## src/rtl/ysyx_23060096_ifu_if.sv

```systemverilog
// Fetch-unit bundle: instruction-memory request/response plus the downstream instruction handshake.
// master is the fetch unit side; slave is the memory/decode side.
interface ysyx_23060096_ifu_if;
  logic        imem_req_valid;
  logic [31:0] imem_req_addr;
  logic        imem_req_ready;
  logic        imem_resp_valid;
  logic [31:0] imem_resp_data;
  logic        inst_valid;
  logic [31:0] inst;
  logic [31:0] pc;
  logic        inst_ready;
  logic        redirect_valid;
  logic [31:0] redirect_pc;
  logic        halt;
  logic        fetch_misalign;

  modport master (
    output imem_req_valid, imem_req_addr,
    input  imem_req_ready, imem_resp_valid, imem_resp_data,
    output inst_valid, inst, pc,
    input  inst_ready, redirect_valid, redirect_pc, halt,
    output fetch_misalign
  );

  modport slave (
    input  imem_req_valid, imem_req_addr,
    output imem_req_ready, imem_resp_valid, imem_resp_data,
    input  inst_valid, inst, pc,
    output inst_ready, redirect_valid, redirect_pc, halt,
    input  fetch_misalign
  );
endinterface

```

## src/rtl/ysyx_23060096_ifu.sv

```systemverilog
// Instruction fetch unit: owns the PC, fetches one word at a time, holds it for decode.
// Latency accept->inst_valid 2 cycles (3-cycle minimum loop); imem wait states and inst_ready stalls add 1:1.
module ysyx_23060096_ifu #(
  parameter logic [31:0] RESET_PC = 32'h8000_0000
) (
  input logic                 clk,
  input logic                 rstn,
  ysyx_23060096_ifu_if.master bus
);

  localparam logic [31:0] NOP = 32'h0000_0013;

  typedef enum logic [1:0] {
    S_REQ    = 2'd0,
    S_WAIT   = 2'd1,
    S_HOLD   = 2'd2,
    S_HALTED = 2'd3
  } state_t;

  state_t      state;
  logic [31:0] pc_q;
  logic [31:0] inst_q;
  logic        misalign_q;
  logic        req_valid_q;
  logic        inst_valid_q;

  // Handshake valid flops track the state so every output is a register.
  always_ff @(posedge clk or negedge rstn) begin
    if (!rstn) begin
      state        <= S_REQ;
      pc_q         <= RESET_PC;
      inst_q       <= NOP;
      misalign_q   <= 1'b0;
      req_valid_q  <= 1'b1;
      inst_valid_q <= 1'b0;
    end else begin
      case (state)
        S_REQ: begin
          if (bus.imem_req_ready) begin
            state       <= S_WAIT;
            req_valid_q <= 1'b0;
          end
        end
        S_WAIT: begin
          if (bus.imem_resp_valid) begin
            inst_q       <= bus.imem_resp_data;
            state        <= S_HOLD;
            inst_valid_q <= 1'b1;
          end
        end
        S_HOLD: begin
          if (bus.inst_ready) begin
            inst_valid_q <= 1'b0;
            if (bus.halt) begin
              state <= S_HALTED;
            end else if (bus.redirect_valid && (bus.redirect_pc[1:0] != 2'b00)) begin
              misalign_q <= 1'b1;
              state      <= S_HALTED;
            end else if (bus.redirect_valid) begin
              pc_q        <= bus.redirect_pc;
              state       <= S_REQ;
              req_valid_q <= 1'b1;
            end else begin
              pc_q        <= pc_q + 32'd4;
              state       <= S_REQ;
              req_valid_q <= 1'b1;
            end
          end
        end
        default: begin
          state        <= S_HALTED;
          req_valid_q  <= 1'b0;
          inst_valid_q <= 1'b0;
        end
      endcase
    end
  end

  assign bus.imem_req_valid = req_valid_q;
  assign bus.imem_req_addr  = pc_q;
  assign bus.inst_valid     = inst_valid_q;
  assign bus.inst           = inst_q;
  assign bus.pc             = pc_q;
  assign bus.fetch_misalign = misalign_q;

endmodule

```

## src/flat_wrapper.sv

```systemverilog
// flat-port wrapper written by rule: the top's interface ports become plain ports
module ysyx_23060096_ifu_flat 
#(
  parameter logic [31:0] RESET_PC = 32'h8000_0000
)
  (clk, rstn, bus_imem_req_valid, bus_imem_req_addr, bus_imem_req_ready, bus_imem_resp_valid, bus_imem_resp_data, bus_inst_valid, bus_inst, bus_pc, bus_inst_ready, bus_redirect_valid, bus_redirect_pc, bus_halt, bus_fetch_misalign);
  ysyx_23060096_ifu_if bus_i ();
  input logic clk;
  input logic rstn;
  output wire logic [$bits(bus_i.imem_req_valid)-1:0] bus_imem_req_valid;
  output wire logic [$bits(bus_i.imem_req_addr)-1:0] bus_imem_req_addr;
  input wire logic [$bits(bus_i.imem_req_ready)-1:0] bus_imem_req_ready;
  input wire logic [$bits(bus_i.imem_resp_valid)-1:0] bus_imem_resp_valid;
  input wire logic [$bits(bus_i.imem_resp_data)-1:0] bus_imem_resp_data;
  output wire logic [$bits(bus_i.inst_valid)-1:0] bus_inst_valid;
  output wire logic [$bits(bus_i.inst)-1:0] bus_inst;
  output wire logic [$bits(bus_i.pc)-1:0] bus_pc;
  input wire logic [$bits(bus_i.inst_ready)-1:0] bus_inst_ready;
  input wire logic [$bits(bus_i.redirect_valid)-1:0] bus_redirect_valid;
  input wire logic [$bits(bus_i.redirect_pc)-1:0] bus_redirect_pc;
  input wire logic [$bits(bus_i.halt)-1:0] bus_halt;
  output wire logic [$bits(bus_i.fetch_misalign)-1:0] bus_fetch_misalign;
  assign bus_imem_req_valid = bus_i.imem_req_valid;
  assign bus_imem_req_addr = bus_i.imem_req_addr;
  assign bus_i.imem_req_ready = bus_imem_req_ready;
  assign bus_i.imem_resp_valid = bus_imem_resp_valid;
  assign bus_i.imem_resp_data = bus_imem_resp_data;
  assign bus_inst_valid = bus_i.inst_valid;
  assign bus_inst = bus_i.inst;
  assign bus_pc = bus_i.pc;
  assign bus_i.inst_ready = bus_inst_ready;
  assign bus_i.redirect_valid = bus_redirect_valid;
  assign bus_i.redirect_pc = bus_redirect_pc;
  assign bus_i.halt = bus_halt;
  assign bus_fetch_misalign = bus_i.fetch_misalign;
  ysyx_23060096_ifu #(.RESET_PC(RESET_PC)) u_core (.clk(clk), .rstn(rstn), .bus(bus_i));
endmodule
```

## config.mk

```make
export PLATFORM = sky130hd
export DESIGN_NAME = ysyx_23060096_ifu_flat
export DESIGN_NICKNAME = d
export VERILOG_FILES = /design/src/rtl/ysyx_23060096_ifu_if.sv /design/src/rtl/ysyx_23060096_ifu.sv /design/src/flat_wrapper.sv
export SDC_FILE = /design/constraint.sdc
export NUM_CORES = 1
export LEC_CHECK = 0
export ABC_AREA = 1
export ABC_CLOCK_PERIOD_IN_PS = 4600
export CORE_ASPECT_RATIO = 0.75
export CORE_MARGIN = 5
export CORE_UTILIZATION = 45
export CTS_CLUSTER_SIZE = 28
export DETAILED_ROUTE_END_ITERATION = 16
export PLACE_DENSITY_LB_ADDON = 0.3
export RECOVER_POWER = 50
export REMOVE_ABC_BUFFERS = 1
export SYNTH_ARGS = -nofsm -noshare
export SYNTH_HDL_FRONTEND = slang
export SYNTH_SLANG_ARGS = --single-unit
```

## constraint.sdc

```tcl
create_clock -name clk -period 4.6 [get_ports clk]
set_clock_uncertainty 0.05 [all_clocks]
set_input_delay 1.15 -clock clk [delete_from_list [all_inputs] [get_ports clk]]
set_output_delay 1.15 -clock clk [all_outputs]
set_load 0.005 [all_outputs]
```

# Word-level counts from Yosys, hierarchy flattened
# Index checks and enable logic that the tools add are counted.
# word_totals
ff_bits	69
inputBits	71
out_inout_bits	99
word_cells	42
# classes
n_addsub	1
n_eq_ne	7
n_mux	15
n_bitwise	4
reduce_logical	9
# op_table
op	count
$add A32 B3 Y32 const B	1
$mux W32	1
$mux W2	5
$ne A2 B2 Y1 const B	5
$reduce_and A4 Y1	2
$mux W1	6
$pmux W1 S3	2
$pmux W2 S3	1
$reduce_and A3 Y1	2
$reduce_and A5 Y1	1
$not A1 Y1	4
$eq A2 B1 Y1 const B	1
$eq A2 B2 Y1 const B	1
$logic_not A2 Y1	1
$reduce_and A2 Y1	1
$reduce_bool A2 Y1	1
$logic_and A1 B1 Y1	1

# Longest topological paths before layout
# Gate-level depths: netlist of run 1.
# logic_depth
depth_word	6
depth_mapped	10
mapped_depth_nobuf	10

# Worst setup path after synthesis of run 1
# OpenSTA, ideal clock, no wires.
# synth_timing
kind	input port to flip-flop
from	input port bus_redirect_valid
to	register u_core.pc_q[15], in the netlist u_core.bus.imem_req_addr[15]
setup_ps	114
t_arrival_ps	2031
t_required_ps	4436
slack_ps	2404
path_stages	8
path_buffers	1
cell_sequence	buf_2 o21ai_2 nand2_2 nor2_8 nand2_4 or2_0 nand3_1 inv_1
# synth_via
elab_chain_len	3
word_cells_on_any_way	4
classes_between	mux (1); bitwise (1); reduce/logical (2)
# synth_rtl
item	line	source
start, declared	flat_wrapper.sv:19	input wire logic [$bits(bus_i.redirect_valid)-1:0] bus_redirect_valid;
$logic_and A1 B1 Y1	ysyx_23060096_ifu.sv:56	end else if (bus.redirect_valid && (bus.redirect_pc[1:0] != 2'b00)) begin
$not A1 Y1 (no line)	-	
$reduce_and A4 Y1 (no line)	-	
end signal, assigned	ysyx_23060096_ifu.sv:60	pc_q <= bus.redirect_pc;
end signal, assigned	ysyx_23060096_ifu.sv:64	pc_q <= pc_q + 32'd4;
end, declared	ysyx_23060096_ifu.sv:21	logic [31:0] pc_q;
# Parallel ways exist; a longest one is shown, timed or not.
# A chain may end at the register's enable or synchronous reset.

# Worst setup path in the final report of run 1
# layout_timing
from	input port bus_redirect_valid
to	register u_core.pc_q[13], in the netlist u_core.bus.imem_req_addr[13]
# Same word-level chain as after synthesis.

==> out/qor.txt, run 1 <==
Compound-Gate Fraction of Synth Area - 0.06677
Starting density of the core - 0.4554
Final Hold Fails - 0
Postcts setup bufs - 0
Final net count - 701
TNS Setup - 0 ns
Setup ws final - 1.273 ns
Crit path top cell by count - nand2_1
Reg clk slew, reported paths - 0.06 ns
P&R area growth vs syn - 44.84%
Post-CTS Hold Fix Bufs - 0
Ys flop type - dfrtp_1
Post-synthesis xor/xnor area fraction - 0.006432
Worst slew pin tran - 2.041 ns
Power density cells - 618.5 mW/mm^2
Routed wire length - 11.47 mm
Layout cell share with drive strength beyond 1 - 0.1183
Dpl ws - 1.164 ns
TritonCTS Buffers - 9
Peak VDD IR - 0.3189 mV
DR WL/cell - 15.38 um
Fin cells - 746
Worst path required time - 4.76 ns
First-pass GRT wire length - 18.37 mm
Critical path type - in -> reg
DP Cell Count - 730
Sw frac - 0.3341
Finished Core Util - 0.6596
Worst skew pair latency - 0.33 ns
Vias in the first global route - 3617
Rows - 30
Reg2reg setup slack - 2.16 ns
Via density - 5.102
Port Buffers - 169
Die area - 0.01110 mm^2
ANT cells - 0
Slew headroom - -0.3606
Register area share after synthesis - 0.4242
Clock power frac - 0.207
Mapped Avg Cell Area - 8.337 um^2
Sink Count - 69
Max_cap viols - 2
CP peak stage delay - 0.67 ns
PostCTS Resize Cnt - 0
Worst hold path class - reg -> reg
# DRC - 0
CTS tree - yes
Die Wd - 120.0 um
CP arrival - 3.49 ns
Slowest cell on the critical path - dlygate4sd3_1
Critical path cell sequence - dlygate4sd3_1, o21ai_0, nand4_1, nor2_2, nand2_1, nand2_1, a21oi_1
Pint - 2.437 mW
Total global routing overflow - 0
Critical Path Fanout Max - 12
Largest net degree at the start of global routing - 38
Logic pwr share - 0.458
Root buffer cell - clkbuf_16
Leakage power - 2.701 nW
Largest family of logic cells by synthesized area - simple AND/OR/NAND/NOR gates
Post-synthesis cell type count - 37
Synth Area in Adders - 0.003063
Initial antenna violation count - 0
Startpoint types - input pin
CP Capture Type - flip-flop
Htree depth - 3
Area after DPL - 0.005602 mm^2
Failing checks - max-capacitance violations, max-slew violations
DR pass1 iterations - 5
# fillers - 785
Ports - 170
Ys async rst share - 1.000
Final GP Congestion - 0.8381
Synth Instances - 490
Core Footprint - 0.008971 mm^2
Post-route cell area - 0.005917 mm^2
Seq pwr share - 0.335
Final HPWL DP - 8.787 mm
Buffers & Inverters on Critical Path - 1
Sw Pwr - 1.223 mW
Cell family with most CP delay - simple AND/OR/NAND/NOR gates
Vias - 3806
Die height - 92.52 um
Fin crit share - 0.7233
DRT iter0 DRCs - 235
Achievable Freq - 300.6 MHz
Synthesized cell area - 0.004085 mm^2
Status - complete, but fails checks
Post-DRT Antenna Nets - 0
GRT Total Usage - 0.2081
Simple-gate share of the synthesized area - 0.2692
Number of flops mapped to enable cells by yosys - 0
Final setup violation count - 0
Proportion of synthesized area in mux cells - 0.1112
RSZ-0062 raised after global routing - false
Fin crit period - 3.327 ns
Yosys warning count - 0
Fin. max-slew vios - 72
Synth Register Bits - 69
Maximum buffer depth of the clock tree - 2
-- routing by layer --
| layer | GRT usage | part of all wire |
|---|---|---|
| met1 | 0.2675 | 0.41 |
| met4 | 0.05910 | 0.012 |
| met5 | 0 | 0 |
| met2 | 0.3389 | 0.49 |
| met3 | 0.06532 | 0.081 |
-- cell usage in the layout (no fill, tap or decap), types with 8 or more instances in the layout --
cell and instances:
clkbuf_16 9, inv_1 39, o21ai_0 20, nand2_1 125, dfrtp_1 64, mux2_4 25
nand4_1 8, a21oi_1 10, nand3_1 31, dlygate4sd3_1 45, nor2_2 9, nor2_1 65
clkdlybuf4s50_1 123
-- flip-flops by register name, summed over array words and instances (netlist names) --
name / flops
u_core.bus.imem_req_valid: 1
u_core.bus.inst: 32
u_core.bus.inst_valid: 1
u_core.bus.fetch_misalign: 1
u_core.bus.imem_req_addr: 32
u_core.state: 2
-- logic make-up after synthesis --
logic type | after synthesis
AO/OA/AOI/OAI | 46
XOR/XNOR | 3
adder cells (fa/ha/maj) | 1
buffers and inverters | 85
flip-flops | 69
multiplexers | 32
AND/OR/NAND/NOR | 254
-- worst reg2reg max path, cell delays in order (launching register included) --
cell,delay (ns)
dfrtp_1,0.44
inv_1,0.09
nor2_2,0.04
nand2_1,1.26
mux2_2,0.45
-- layout make-up --
| type | count | area, um^2 | share of cell area |
|---|---|---|---|
| Inverter | 41 | 153.9 | 0.02601 |
| Clock buffer | 9 | 225.2 | 0.03806 |
| Clock inverter | 7 | 100.1 | 0.01692 |
| Sequential cell | 69 | 1733 | 0.2929 |
| Timing Repair Buffer | 172 | 1705 | 0.2882 |
| Multi-Input combinational cell | 336 | 1859 | 0.3142 |
| Tap cell | 112 | 140.1 | 0.02368 |
-- per-stage QoR --
step,power [mW],hold WS [ns]
finish,3.660,0.4260
global route,3.895,0.4662
CTS,3.762,0.4346
detailed placement,2.986,0.4065
global placement,2.937,0.4113
floorplan,1.896,0.4163
-- power by group through the flow --
stage               Clock [mW]  Combinational [mW]  Sequential (mW)
floorplan                    0               0.681             1.22
global placement             0                1.72             1.22
detailed placement           0                1.75             1.24
CTS                      0.770                1.76             1.24
global route             0.795                1.82             1.28
finish                   0.757                1.68             1.23
-- Yosys cell counts, types with 2 or more instances --
master / instances / share of area
nand4_1: 8 / 0.012
inv_1: 39 / 0.036
buf_2: 2 / 0.0025
nand2_2: 4 / 0.0061
nand2_1: 124 / 0.11
dfstp_2: 5 / 0.032
nor2_1: 65 / 0.060
clkbuf_1: 3 / 0.0028
o22ai_1: 3 / 0.0046
mux2_4: 25 / 0.092
mux2_2: 7 / 0.019
nor2_2: 9 / 0.014
buf_4: 34 / 0.062
buf_6: 5 / 0.014
a21o_1: 2 / 0.0037
a21oi_1: 10 / 0.012
dfrtp_1: 64 / 0.39
nand3_1: 31 / 0.038
and2_1: 2 / 0.0031
o21ai_0: 19 / 0.023
xor2_1: 3 / 0.0064
nor3_1: 4 / 0.0049
a22oi_1: 4 / 0.0074
o211ai_1: 5 / 0.0092
-- worst paths after layout --
| kind | from | to | cells past startpoint |
|---|---|---|---|
| max | bus_redirect_valid | u_core.bus.imem_req_addr[13]$_DFFE_PN0P_ | 7 |
| min | u_core.bus.fetch_misalign$_DFFE_PN0P_ | u_core.bus.fetch_misalign$_DFFE_PN0P_ | 1 |
| max reg2reg | u_core.state[0]$_DFFE_PN0P_ | u_core.bus.inst[31]$_DFFE_PN0P_ | 4 |
| min reg2reg | u_core.bus.fetch_misalign$_DFFE_PN0P_ | u_core.bus.fetch_misalign$_DFFE_PN0P_ | 1 |
| max in group asynchronous | rstn | u_core.bus.inst[19]$_DFFE_PN0P_ | 2 |
| min in group asynchronous | rstn | u_core.bus.imem_req_addr[4]$_DFFE_PN0P_ | 1 |
(Power assumes the default switching activity.)
==> run 2: changes to the inputs <==
- ABC_CLOCK_PERIOD_IN_PS: 4600 -> 2800
- CORE_UTILIZATION: 45 -> 39
- clock period: 4.6 -> 2.8 ns (I/O delays scaled with it)
==> run 2 against run 1 <==
Net effect: the flow now finishes without violations; critical endpoint is now u_core.bus.imem_req_addr[20]$_DFFE_PN0P_; largest cell class unchanged; clock power rose by 51%; highest routed layer unchanged; sequential share of layout area rose by 0.23 points; die area rose by 14%; critical path depth fell by 1; register-to-register slack got worse by 1.2 ns; largest power group unchanged.
==> out/qor.txt, run 2 (synthesis gave the netlist of run 1 again) <==
Status - finished, final reports clean
Most common cell after layout, fill and taps aside - clkdlybuf4s50_1
Leakage power - 2.552 nW
Initial antenna violation count - 0
Register Area - 0.001733 mm^2
Die height - 98.64 um
First-pass GRT wire length - 18.47 mm
PostCTS Resize Cnt - 0
P&R area growth vs syn - 43.71%
Worst path required time - 2.96 ns
Critical path type - in -> reg
Fin crit share - 0.8081
Routed wire length - 11.58 mm
Worst hold slack - 0.4187 ns
Ports - 170
Worst slew pin tran - 1.160 ns
Post-DRT Antenna Nets - 0
Core Footprint - 0.01025 mm^2
Layout cell share with drive strength beyond 1 - 0.08464
Peak VDD IR - 0.4206 mV
Vias - 3757
Most frequent cells in the layout - clkdlybuf4s50_1 (167), nand2_1 (126), nor2_1 (65), dfrtp_1 (64), inv_1 (39)
Achievable Freq - 442.0 MHz
# fillers - 972
Sink Count - 69
Critical path startpoint - bus_redirect_pc[0]
Final net count - 705
Buffers & Inverters on Critical Path - 2
Reg2reg setup slack - 0.98 ns
Multi-input logic area - 0.001767 mm^2
Rows - 32
Startpoint types - input pin
Reg2reg path depth - 10
Starting density of the core - 0.3986
Slew headroom - 0.2268
DRT iter0 DRCs - 182
Maximum buffer depth of the clock tree - 2
GRT Total Usage - 0.1829
TritonCTS Buffers - 9
Worst r2r src - u_core.bus.imem_req_addr[2]$_DFFE_PN0P_
Die area - 0.01264 mm^2
Cell family with most CP delay - buffers and inverters
CP peak stage delay - 0.42 ns
CTS tree - yes
CP arrival - 2.43 ns
Total global routing overflow - 0
Crit path capture - u_core.bus.imem_req_addr[20]$_DFFE_PN0P_
Port Buffers - 169
Fin. max-slew vios - 0
# DRC - 0
Worst skew pair latency - 0.33 ns
Slowest cell on the critical path - clkbuf_2
Worst hold path class - reg -> reg
Reg clk slew, reported paths - 0.06 ns
Critical path cell sequence - clkdlybuf4s50_1, o21ai_0, nand4_1, clkbuf_2, a22oi_1, nand2_1
Root buffer cell - clkbuf_16
Htree depth - 3
RR Endpoint - u_core.bus.imem_req_addr[22]$_DFFE_PN0P_
Critical path depth - 6
DR pass1 iterations - 5
Final HPWL DP - 8.859 mm
Die Wd - 128.2 um
Final setup violation count - 0
DR WL/cell - 14.97 um
Max_cap viols - 0
RSZ-0062 raised after global routing - false
Critical Path Fanout Max - 28
Fin crit period - 2.263 ns
Via density - 4.854
Post-CTS Hold Fix Bufs - 0
ANT cells - 0
Largest net degree at the start of global routing - 30
Power density cells - 994.9 mW/mm^2
CP Capture Type - flip-flop
Vias in the first global route - 3673
Postcts setup bufs - 0
Final GP Congestion - 0.8636
Final Hold Fails - 0
TNS Setup - 0 ns
[run 2: cell types whose count changed in the layout (fill, tap and decap cells not counted), moves of 2 or more]
cell	before	now
clkdlybuf4s50_1	123	167
dlygate4sd3_1	45	1
mux2_1	0	24
mux2_4	25	1
buf_4	2	4
clkinvlp_4	3	5
[run 2: area by class of cell]
type,instances,area share
flip-flops and latches,69,0.2952
repair buffers,176,0.2973
clock inverters,7,0.01300
well taps,136,0.02899
clock buffers,9,0.03836
multi-input cells,336,0.3009
inverters,41,0.02621
[run 2: worst min path at each step]
stage | startpoint | to | slack (ns) | depth (start not counted)
floorplan | rstn | u_core.bus.fetch_misalign$_DFFE_PN0P_ | 0.35 | 0
global placement | u_core.bus.fetch_misalign$_DFFE_PN0P_ | u_core.bus.fetch_misalign$_DFFE_PN0P_ | 0.41 | 1
detailed placement | u_core.bus.fetch_misalign$_DFFE_PN0P_ | u_core.bus.fetch_misalign$_DFFE_PN0P_ | 0.41 | 1
CTS | rstn | u_core.bus.inst[20]$_DFFE_PN0P_ | 0.28 | 1
global route | u_core.bus.fetch_misalign$_DFFE_PN0P_ | u_core.bus.fetch_misalign$_DFFE_PN0P_ | 0.44 | 1
finish | u_core.bus.fetch_misalign$_DFFE_PN0P_ | u_core.bus.fetch_misalign$_DFFE_PN0P_ | 0.42 | 1
[run 2: per-stage QoR]
stage / cell area [um^2] / utilization / instances / power [mW] / setup WS, ns
2_1_floorplan: 3752 / - / 446 / 3.115 / 0.4022
3_3_place_gp: 5674 / 0.5536 / 758 / 4.843 / 0.4818
3_5_place_dp: 5674 / 0.5536 / 758 / 4.920 / 0.4622
4_1_cts: 5976 / 0.5830 / 774 / 6.109 / 0.6294
5_1_grt: 5871 / 0.5728 / 774 / 6.222 / 0.2944
6_report: 5871 / 0.5728 / 774 / 5.841 / 0.5374
[run 2: per-layer routing]
metal  wire, um  vias to the layer above  track usage  part of all wire
met5          0                        -            0                 0
met4         66                        0      0.04078            0.0057
li1           -                     1848            -                 -
met1       5000                     1755       0.2357              0.43
met3        880                        6      0.05959             0.076
met2       5635                      148       0.3001              0.49
[run 2: report_power, final]
part	internal (mW)	total (mW)	switching (mW)
clock	0.690	1.14	0.450
combinational	1.66	2.68	1.02
sequential	1.50	2.02	0.525
total	3.85	5.84	1.99
